### src/rtl/iq_tune_pkg.sv
// iq_tune_pkg: scheduler state encoding and datapath width helpers
//   state_t  - IDLE, RETUNE, SETTLE, MEASURE, EVAL, LOCKED
//   metric_w - width of the |I|+|Q| energy metric
//   acc_w    - width of the per-channel energy accumulator
package iq_tune_pkg;
    typedef enum logic [2:0] {
        S_IDLE,
        S_RETUNE,
        S_SETTLE,
        S_MEASURE,
        S_EVAL,
        S_LOCKED
    } state_t;
    // One bit over the sample width so that |-2^(W-1)| + |-2^(W-1)| is exact
    function automatic int metric_w(input int iq_w);
        return iq_w + 1;
    endfunction
    // Room for 2^meas_log2 full-scale metrics, so the sum can never wrap
    function automatic int acc_w(input int iq_w, input int meas_log2);
        return metric_w(iq_w) + meas_log2;
    endfunction
endpackage

### src/rtl/iq_power_acc.sv
// iq_power_acc: accumulates |I|+|Q| over 2^MEAS_LOG2 qualified samples
//   clk, rst_n   - clock, asynchronous active-low reset
//   clear        - synchronous clear of sum and sample count (wins over en)
//   en           - add the current sample
//   i_smp, q_smp - signed I/Q sample
//   acc          - running energy sum
//   full         - 2^MEAS_LOG2 samples taken; further en is ignored
module iq_power_acc
    import iq_tune_pkg::*;
#(
    parameter int IQ_WIDTH  = 12,
    parameter int MEAS_LOG2 = 6
) (
    input  logic                                  clk,
    input  logic                                  rst_n,
    input  logic                                  clear,
    input  logic                                  en,
    input  logic signed [IQ_WIDTH-1:0]            i_smp,
    input  logic signed [IQ_WIDTH-1:0]            q_smp,
    output logic [acc_w(IQ_WIDTH, MEAS_LOG2)-1:0] acc,
    output logic                                  full
);
    localparam int MW = metric_w(IQ_WIDTH);
    localparam int AW = acc_w(IQ_WIDTH, MEAS_LOG2);
    logic [IQ_WIDTH-1:0] abs_i;
    logic [IQ_WIDTH-1:0] abs_q;
    logic [MW-1:0]       metric;
    logic [MEAS_LOG2:0]  n;
    // Negating the most negative sample yields 2^(W-1), which is correct read as unsigned
    always_comb begin
        abs_i  = i_smp[IQ_WIDTH-1] ? -i_smp : i_smp;
        abs_q  = q_smp[IQ_WIDTH-1] ? -q_smp : q_smp;
        metric = {1'b0, abs_i} + {1'b0, abs_q};
        full   = n[MEAS_LOG2];
    end
    always_ff @(posedge clk or negedge rst_n) begin
        if (!rst_n) begin
            acc <= '0;
            n   <= '0;
        end else if (clear) begin
            acc <= '0;
            n   <= '0;
        end else if (en && !full) begin
            acc <= acc + AW'(metric);
            n   <= n + 1'b1;
        end
    end
endmodule

### src/rtl/iq_tune_scheduler.sv
// iq_tune_scheduler: LO tuning / channel-scan sequencer for the IQ demodulator
//   clk_in, RST_N          - clock, asynchronous active-low reset
//   tune_req, tune_fre     - single-channel tune request and target LO word
//   scan_start, scan_base,
//   scan_step, scan_count  - scan request: first LO, increment, channel count
//   abort                  - drop to IDLE next cycle
//   iq_valid, I_IN, Q_IN   - decimated demodulator samples
//   LO_fre, demod_rst      - demodulator LO word and its active-high reset
//   busy, locked, done     - status; done pulses once when a scan finishes
//   best_fre, best_pwr     - strongest scanned channel and its energy
module iq_tune_scheduler
    import iq_tune_pkg::*;
#(
    parameter int          IQ_WIDTH       = 12,
    parameter int          CH_WIDTH       = 8,
    parameter int          RST_CYCLES     = 16,
    parameter int          SETTLE_SAMPLES = 8,
    parameter int          MEAS_LOG2      = 6,
    parameter logic [31:0] DEFAULT_FRE    = 32'd0
) (
    input  logic                                  clk_in,
    input  logic                                  RST_N,
    input  logic                                  tune_req,
    input  logic [31:0]                           tune_fre,
    input  logic                                  scan_start,
    input  logic [31:0]                           scan_base,
    input  logic [31:0]                           scan_step,
    input  logic [CH_WIDTH-1:0]                   scan_count,
    input  logic                                  abort,
    input  logic                                  iq_valid,
    input  logic signed [IQ_WIDTH-1:0]            I_IN,
    input  logic signed [IQ_WIDTH-1:0]            Q_IN,
    output logic [31:0]                           LO_fre,
    output logic                                  demod_rst,
    output logic                                  busy,
    output logic                                  locked,
    output logic                                  done,
    output logic [31:0]                           best_fre,
    output logic [acc_w(IQ_WIDTH, MEAS_LOG2)-1:0] best_pwr
);
    localparam int AW   = acc_w(IQ_WIDTH, MEAS_LOG2);
    localparam int CMAX = RST_CYCLES > SETTLE_SAMPLES ? RST_CYCLES : SETTLE_SAMPLES;
    localparam int CW   = $clog2(CMAX + 1);
    state_t              state, state_nx;
    logic [CW-1:0]       cnt, cnt_nx;
    logic [CH_WIDTH-1:0] chan_left, chan_nx;
    logic [31:0]         step, step_nx;
    logic [31:0]         lo_nx, bfre_nx;
    logic [AW-1:0]       bpwr_nx, acc;
    logic                done_nx, demod_nx, busy_nx, locked_nx, acc_full;
    // Sum stays cleared outside MEASURE, so every channel starts from zero
    iq_power_acc #(
        .IQ_WIDTH (IQ_WIDTH),
        .MEAS_LOG2(MEAS_LOG2)
    ) u_acc (
        .clk  (clk_in),
        .rst_n(RST_N),
        .clear(state != S_MEASURE),
        .en   (state == S_MEASURE && iq_valid),
        .i_smp(I_IN),
        .q_smp(Q_IN),
        .acc  (acc),
        .full (acc_full)
    );
    // State and every output are flops; outputs are decoded from the next state
    always_ff @(posedge clk_in or negedge RST_N) begin
        if (!RST_N) begin
            state     <= S_RETUNE;
            cnt       <= '0;
            chan_left <= '0;
            step      <= '0;
            LO_fre    <= DEFAULT_FRE;
            best_fre  <= '0;
            best_pwr  <= '0;
            demod_rst <= 1'b1;
            busy      <= 1'b1;
            locked    <= 1'b0;
            done      <= 1'b0;
        end else begin
            state     <= state_nx;
            cnt       <= cnt_nx;
            chan_left <= chan_nx;
            step      <= step_nx;
            LO_fre    <= lo_nx;
            best_fre  <= bfre_nx;
            best_pwr  <= bpwr_nx;
            demod_rst <= demod_nx;
            busy      <= busy_nx;
            locked    <= locked_nx;
            done      <= done_nx;
        end
    end
    // chan_left doubles as the scan flag: nonzero means a scan is in progress
    always_comb begin
        state_nx = state;
        cnt_nx   = cnt;
        chan_nx  = chan_left;
        step_nx  = step;
        lo_nx    = LO_fre;
        bfre_nx  = best_fre;
        bpwr_nx  = best_pwr;
        done_nx  = 1'b0;
        if (abort) begin
            state_nx = S_IDLE;
            cnt_nx   = '0;
            chan_nx  = '0;
        end else begin
            case (state)
                S_IDLE, S_LOCKED: begin
                    if (tune_req) begin
                        state_nx = S_RETUNE;
                        lo_nx    = tune_fre;
                        chan_nx  = '0;
                    end else if (scan_start && scan_count != '0) begin
                        state_nx = S_RETUNE;
                        lo_nx    = scan_base;
                        chan_nx  = scan_count;
                        step_nx  = scan_step;
                        bfre_nx  = '0;
                        bpwr_nx  = '0;
                    end
                end
                S_RETUNE: begin
                    if (cnt == CW'(RST_CYCLES - 1)) begin
                        state_nx = S_SETTLE;
                        cnt_nx   = '0;
                    end else begin
                        cnt_nx = cnt + 1'b1;
                    end
                end
                S_SETTLE: begin
                    if (iq_valid && cnt == CW'(SETTLE_SAMPLES - 1)) begin
                        state_nx = chan_left != '0 ? S_MEASURE : S_LOCKED;
                        cnt_nx   = '0;
                    end else if (iq_valid) begin
                        cnt_nx = cnt + 1'b1;
                    end
                end
                S_MEASURE: state_nx = acc_full ? S_EVAL : S_MEASURE;
                S_EVAL: begin
                    state_nx = S_RETUNE;
                    // Strict compare keeps the earliest channel on a tie
                    if (acc > best_pwr) begin
                        bpwr_nx = acc;
                        bfre_nx = LO_fre;
                    end
                    if (chan_left > CH_WIDTH'(1)) begin
                        chan_nx = chan_left - 1'b1;
                        lo_nx   = LO_fre + step;
                    end else begin
                        chan_nx = '0;
                        lo_nx   = bfre_nx;
                        done_nx = 1'b1;
                    end
                end
                default: state_nx = S_IDLE;
            endcase
        end
    end
    always_comb begin
        demod_nx  = state_nx == S_RETUNE;
        busy_nx   = state_nx inside {S_RETUNE, S_SETTLE, S_MEASURE, S_EVAL};
        locked_nx = state_nx == S_LOCKED;
    end
endmodule

### config.mk
export PLATFORM = sky130hd
export DESIGN_NAME = iq_tune_scheduler
export DESIGN_NICKNAME = d
export VERILOG_FILES = /design/src/rtl/iq_tune_pkg.sv /design/src/rtl/iq_power_acc.sv /design/src/rtl/iq_tune_scheduler.sv
export SDC_FILE = /design/constraint.sdc
export NUM_CORES = 1
export LEC_CHECK = 0
export CAP_MARGIN = 20
export CORE_ASPECT_RATIO = 1.2
export CORE_MARGIN = 2
export CORE_UTILIZATION = 35
export CTS_BUF_LIST = sky130_fd_sc_hd__clkbuf_2
export DETAILED_ROUTE_END_ITERATION = 12
export GPL_TIMING_DRIVEN = 0
export PLACE_DENSITY = 0.65
export SYNTH_ARGS = -nofsm -noshare
export SYNTH_HDL_FRONTEND = slang
export SYNTH_SLANG_ARGS = --single-unit
### constraint.sdc
create_clock -name clk_in -period 4.3 [get_ports clk_in]
set_clock_uncertainty 0.1 [all_clocks]
set_input_delay 0.86 -clock clk_in [delete_from_list [all_inputs] [get_ports clk_in]]
set_output_delay 0.86 -clock clk_in [all_outputs]
set_load 0.005 [all_outputs]
==> results.md <==
- Cell mode on critical path: inv_1
- Sequential area share after synthesis: 0.368
- Routed WL per cell: 19.4 um
- PortBufs: 219
- Critical Path End Type: register
- Max capacitance violation total: 0
- Placed Area: 13700 um^2
- Highest clock rate: 238 MHz
- Clock power frac: 0.200
- Netlist Area Pre-Place: 11000 um^2
- Most common cell in the netlist: dfrtp_1
- Slowest CP cell: clkdlybuf4s50_1
- Routed Antenna Nets: 0
- Final-report hold violation count: 0
- DP HPWL: 27.8 mm
- Startpoint types: input pin
- Layout area overhead: 27.6%
- HP Class: reg -> reg
- Total number of vias: 10000
- Final Non-Filler Cells: 1811
- Rows: 70
- Fillers: 3009
- Final wirelength: 35.2 mm
- Fraction of layout cells with a size suffix above 1: 0.0870
- Die area: 32700 um^2
- Commonest cells post-synth: dfrtp_1 (158), nand2_1 (92), nor2_1 (78), inv_1 (76), o21ai_0 (72)
- Final setup fails: 0
- P_leak: 6.03 nW
- Sw Ratio: 0.393
- #FFs+latches synth: 161
- Die Width: 166 um
- Core ar.: 30700 um^2
- First-pass GRT wire length: 54.1 mm
- Cts bufs inserted: 17
- Sw Pwr: 1.79 mW
- Overall Global Routing Usage: 0.215
- Crit path DAT: 4.87 ns
- Share of the synthesized area in the top cell type: 0.361
- Critical path, cell by cell: clkdlybuf4s50_1, inv_1, ha_1, mux2i_2, fa_1, inv_1, ha_1, inv_1, fa_1, nor2b_1, o21ai_0, a21oi_1, o21ai_1, a21oi_2, a41oi_1, a211oi_2, buf_4, a31oi_1, a41o_1
- Worst-skew pair later-pin latency: 0.82 ns
- Worst-path fanout max: 4
- Grt ovf: 0
- Syn Inst Count: 1159
- Vias in the first global route: 10000
- Clock transition at path regs: 0.31 ns
- Tcrit/Tclk final: 0.976
- Max Root-Sink Buffers: 2
- Die height: 198 um
- Dominant synthesized flop cell: dfrtp_1
- Largest net degree at the start of global routing: 91
- WP data required: 4.97 ns
- Mapped Nets: 1378
- Vias/cell: 5.53
- Finished Cell Area: 14000 um^2
- Post-synth cell types: 80
- Yosys Warn Count: 0
- Ports: 221
- RSZ-0062 raised after global routing: no
- DRC errors left: 0
- Worst vdd ir: 0.216 mV
- Number of antenna violations at the first check in global routing: 1
- Root Driver: clkbuf_2
- Power density over the cells: 326 nW/um^2
- Max-slew headroom: 0.249
- Ys async rst share: 1.00
- Final Wtd Congestion: 0.883
- Nets: 1620
- Avg Inst Size Synth: 9.45 um^2
- H-tree depth: 4
- Synth area leaders: dfrtp_1 (36%), ha_1 (8.1%), mux2_2 (4.3%)
- Combinational Power Share: 0.402
- CP Class: in -> reg
- Pins over their slew limit: 0
- Initial DRC count: 613
- Placed Cells incl. Taps: 1775
- Post-synth EDFFs: 0
- Pin slew with the least headroom to its limit: 1.13 ns
- CTS Sinks: 161
- DRT Pass-1 Iters: 6
- Status: finished clean
- Seq pwr share: 0.398
- Synth area leader: dfrtp_1
- Initial Util: 0.357
- Cell internal pwr: 2.76 mW
- Max stage delay on crit path: 0.54 ns
- CTS tree: done
- Tmin final: 4.20 ns
[power by group through the flow]
stage | combinational (mW) | sequential [mW] | clock (mW)
final | 1.83 | 1.81 | 0.912
after global routing | 2.02 | 1.83 | 0.997
after CTS | 1.82 | 1.81 | 0.936
after detailed placement | 1.80 | 1.84 | 0
after global placement | 1.77 | 1.83 | 0
after floorplan | 1.22 | 1.78 | 0
[per-layer routing]
| layer | routed length [um] | GRT usage |
|---|---|---|
| met5 | 0 | 0 |
| met4 | 1100 | 0.0782 |
| met3 | 2270 | 0.0427 |
| met2 | 17800 | 0.388 |
| met1 | 14100 | 0.250 |
[cell families (layout without fill, tap and decap cells)]
family / after synthesis / count (layout) / share of synthesized area
XOR/XNOR: 55 / 55 / 0.0440
AND/OR/NAND/NOR: 293 / 293 / 0.129
buffers and inverters: 135 / 390 / 0.0492
other: 0 / 1 / 0
AO/OA/AOI/OAI: 349 / 349 / 0.224
multiplexers: 80 / 80 / 0.0780
adder cells (fa/ha/maj): 86 / 86 / 0.108
flip-flops: 161 / 161 / 0.368
[cells in the final DEF (no fill, tap or decap), drive strengths merged, types with 7 or more instances in the layout]
cell	instances
a31oi	10
o21bai	9
a21o	16
and3	11
clkdlybuf4s50	217
buf	25
nand2b	12
and2	7
xnor2	28
or3	7
a22o	52
mux2	43
nor3	19
o22ai	7
xor2	27
clkbuf	55
nand4	8
ha	71
a21oi	70
nor2	81
a221oi	8
dfrtp	158
or4	8
o31ai	19
fa	14
nand3	25
inv	88
a222oi	7
mux2i	37
o21ai	85
a211oi	12
nand2	92
[cell type report]
type	count	area, um^2	share of cell area
Antenna cell	1	2.50	0.000179
Buffer	59	255	0.0183
Clock buffer	17	85.1	0.00609
Clock inverter	15	163	0.0116
Inverter	76	285	0.0204
Multi-Input combinational cell	863	6410	0.458
Sequential cell	161	4030	0.288
Tap cell	396	495	0.0354
Timing Repair Buffer	223	2250	0.161
[sequential cells by signal, indices dropped and copies added (netlist names)]
signal and cells:
cnt 5, state 3, step 32, busy 1, u_acc.n 7, best_pwr 19, demod_rst 1, locked 1
chan_left 8, LO_fre 32, best_fre 32, done 1, u_acc.acc 19
[per-stage QoR]
| stage | setup WS [ns] | power (mW) | hold WS (ns) | utilization | setup TNS [ns] |
|---|---|---|---|---|---|
| after floorplan | 0.0297 | 3.00 | 0.362 | - | 0 |
| after global placement | -4.56 | 3.61 | 0.381 | 0.445 | -733.34 |
| after detailed placement | -1.25 | 3.64 | 0.401 | 0.446 | -9.32 |
| after CTS | 0.0412 | 4.56 | 0.381 | 0.455 | 0 |
| after global routing | 0.00755 | 4.85 | 0.399 | 0.456 | 0 |
| final | 0.102 | 4.55 | 0.439 | 0.456 | 0 |
[path summary, 6_finish.rpt]
check / start / end / slack (ns) / depth (start not counted)
worst max-delay path: Q_IN[1] / u_acc.acc[17] / 0.10 / 19
max in group asynchronous: RST_N / state[0] / 2.73 / 3
worst min-delay path: cnt[3] / cnt[3] / 0.44 / 1
min in group asynchronous: RST_N / LO_fre[3] / 0.45 / 2
worst max register to register: u_acc.acc[1] / u_acc.acc[17] / 0.73 / 16
worst min register to register: cnt[3] / cnt[3] / 0.44 / 1
[timing repair]
action                                  CTS  global route
resized for setup                         3             6
endpoints found under the setup margin    6             7
buffers inserted                          1             1
pin swaps                                 1             1
hold endpoints to repair                 71             0
hold buffers                              1             0
[critical path, delay by kind of cell]
family                   cells  cell delay, ns
AO/OA/AOI/OAI                8            1.44
adder cells (fa/ha/maj)      4            1.31
buffers and inverters        5            0.92
multiplexers                 1            0.22
AND/OR/NAND/NOR              1            0.12
No activity file was read; power rests on OpenSTA's default activity.
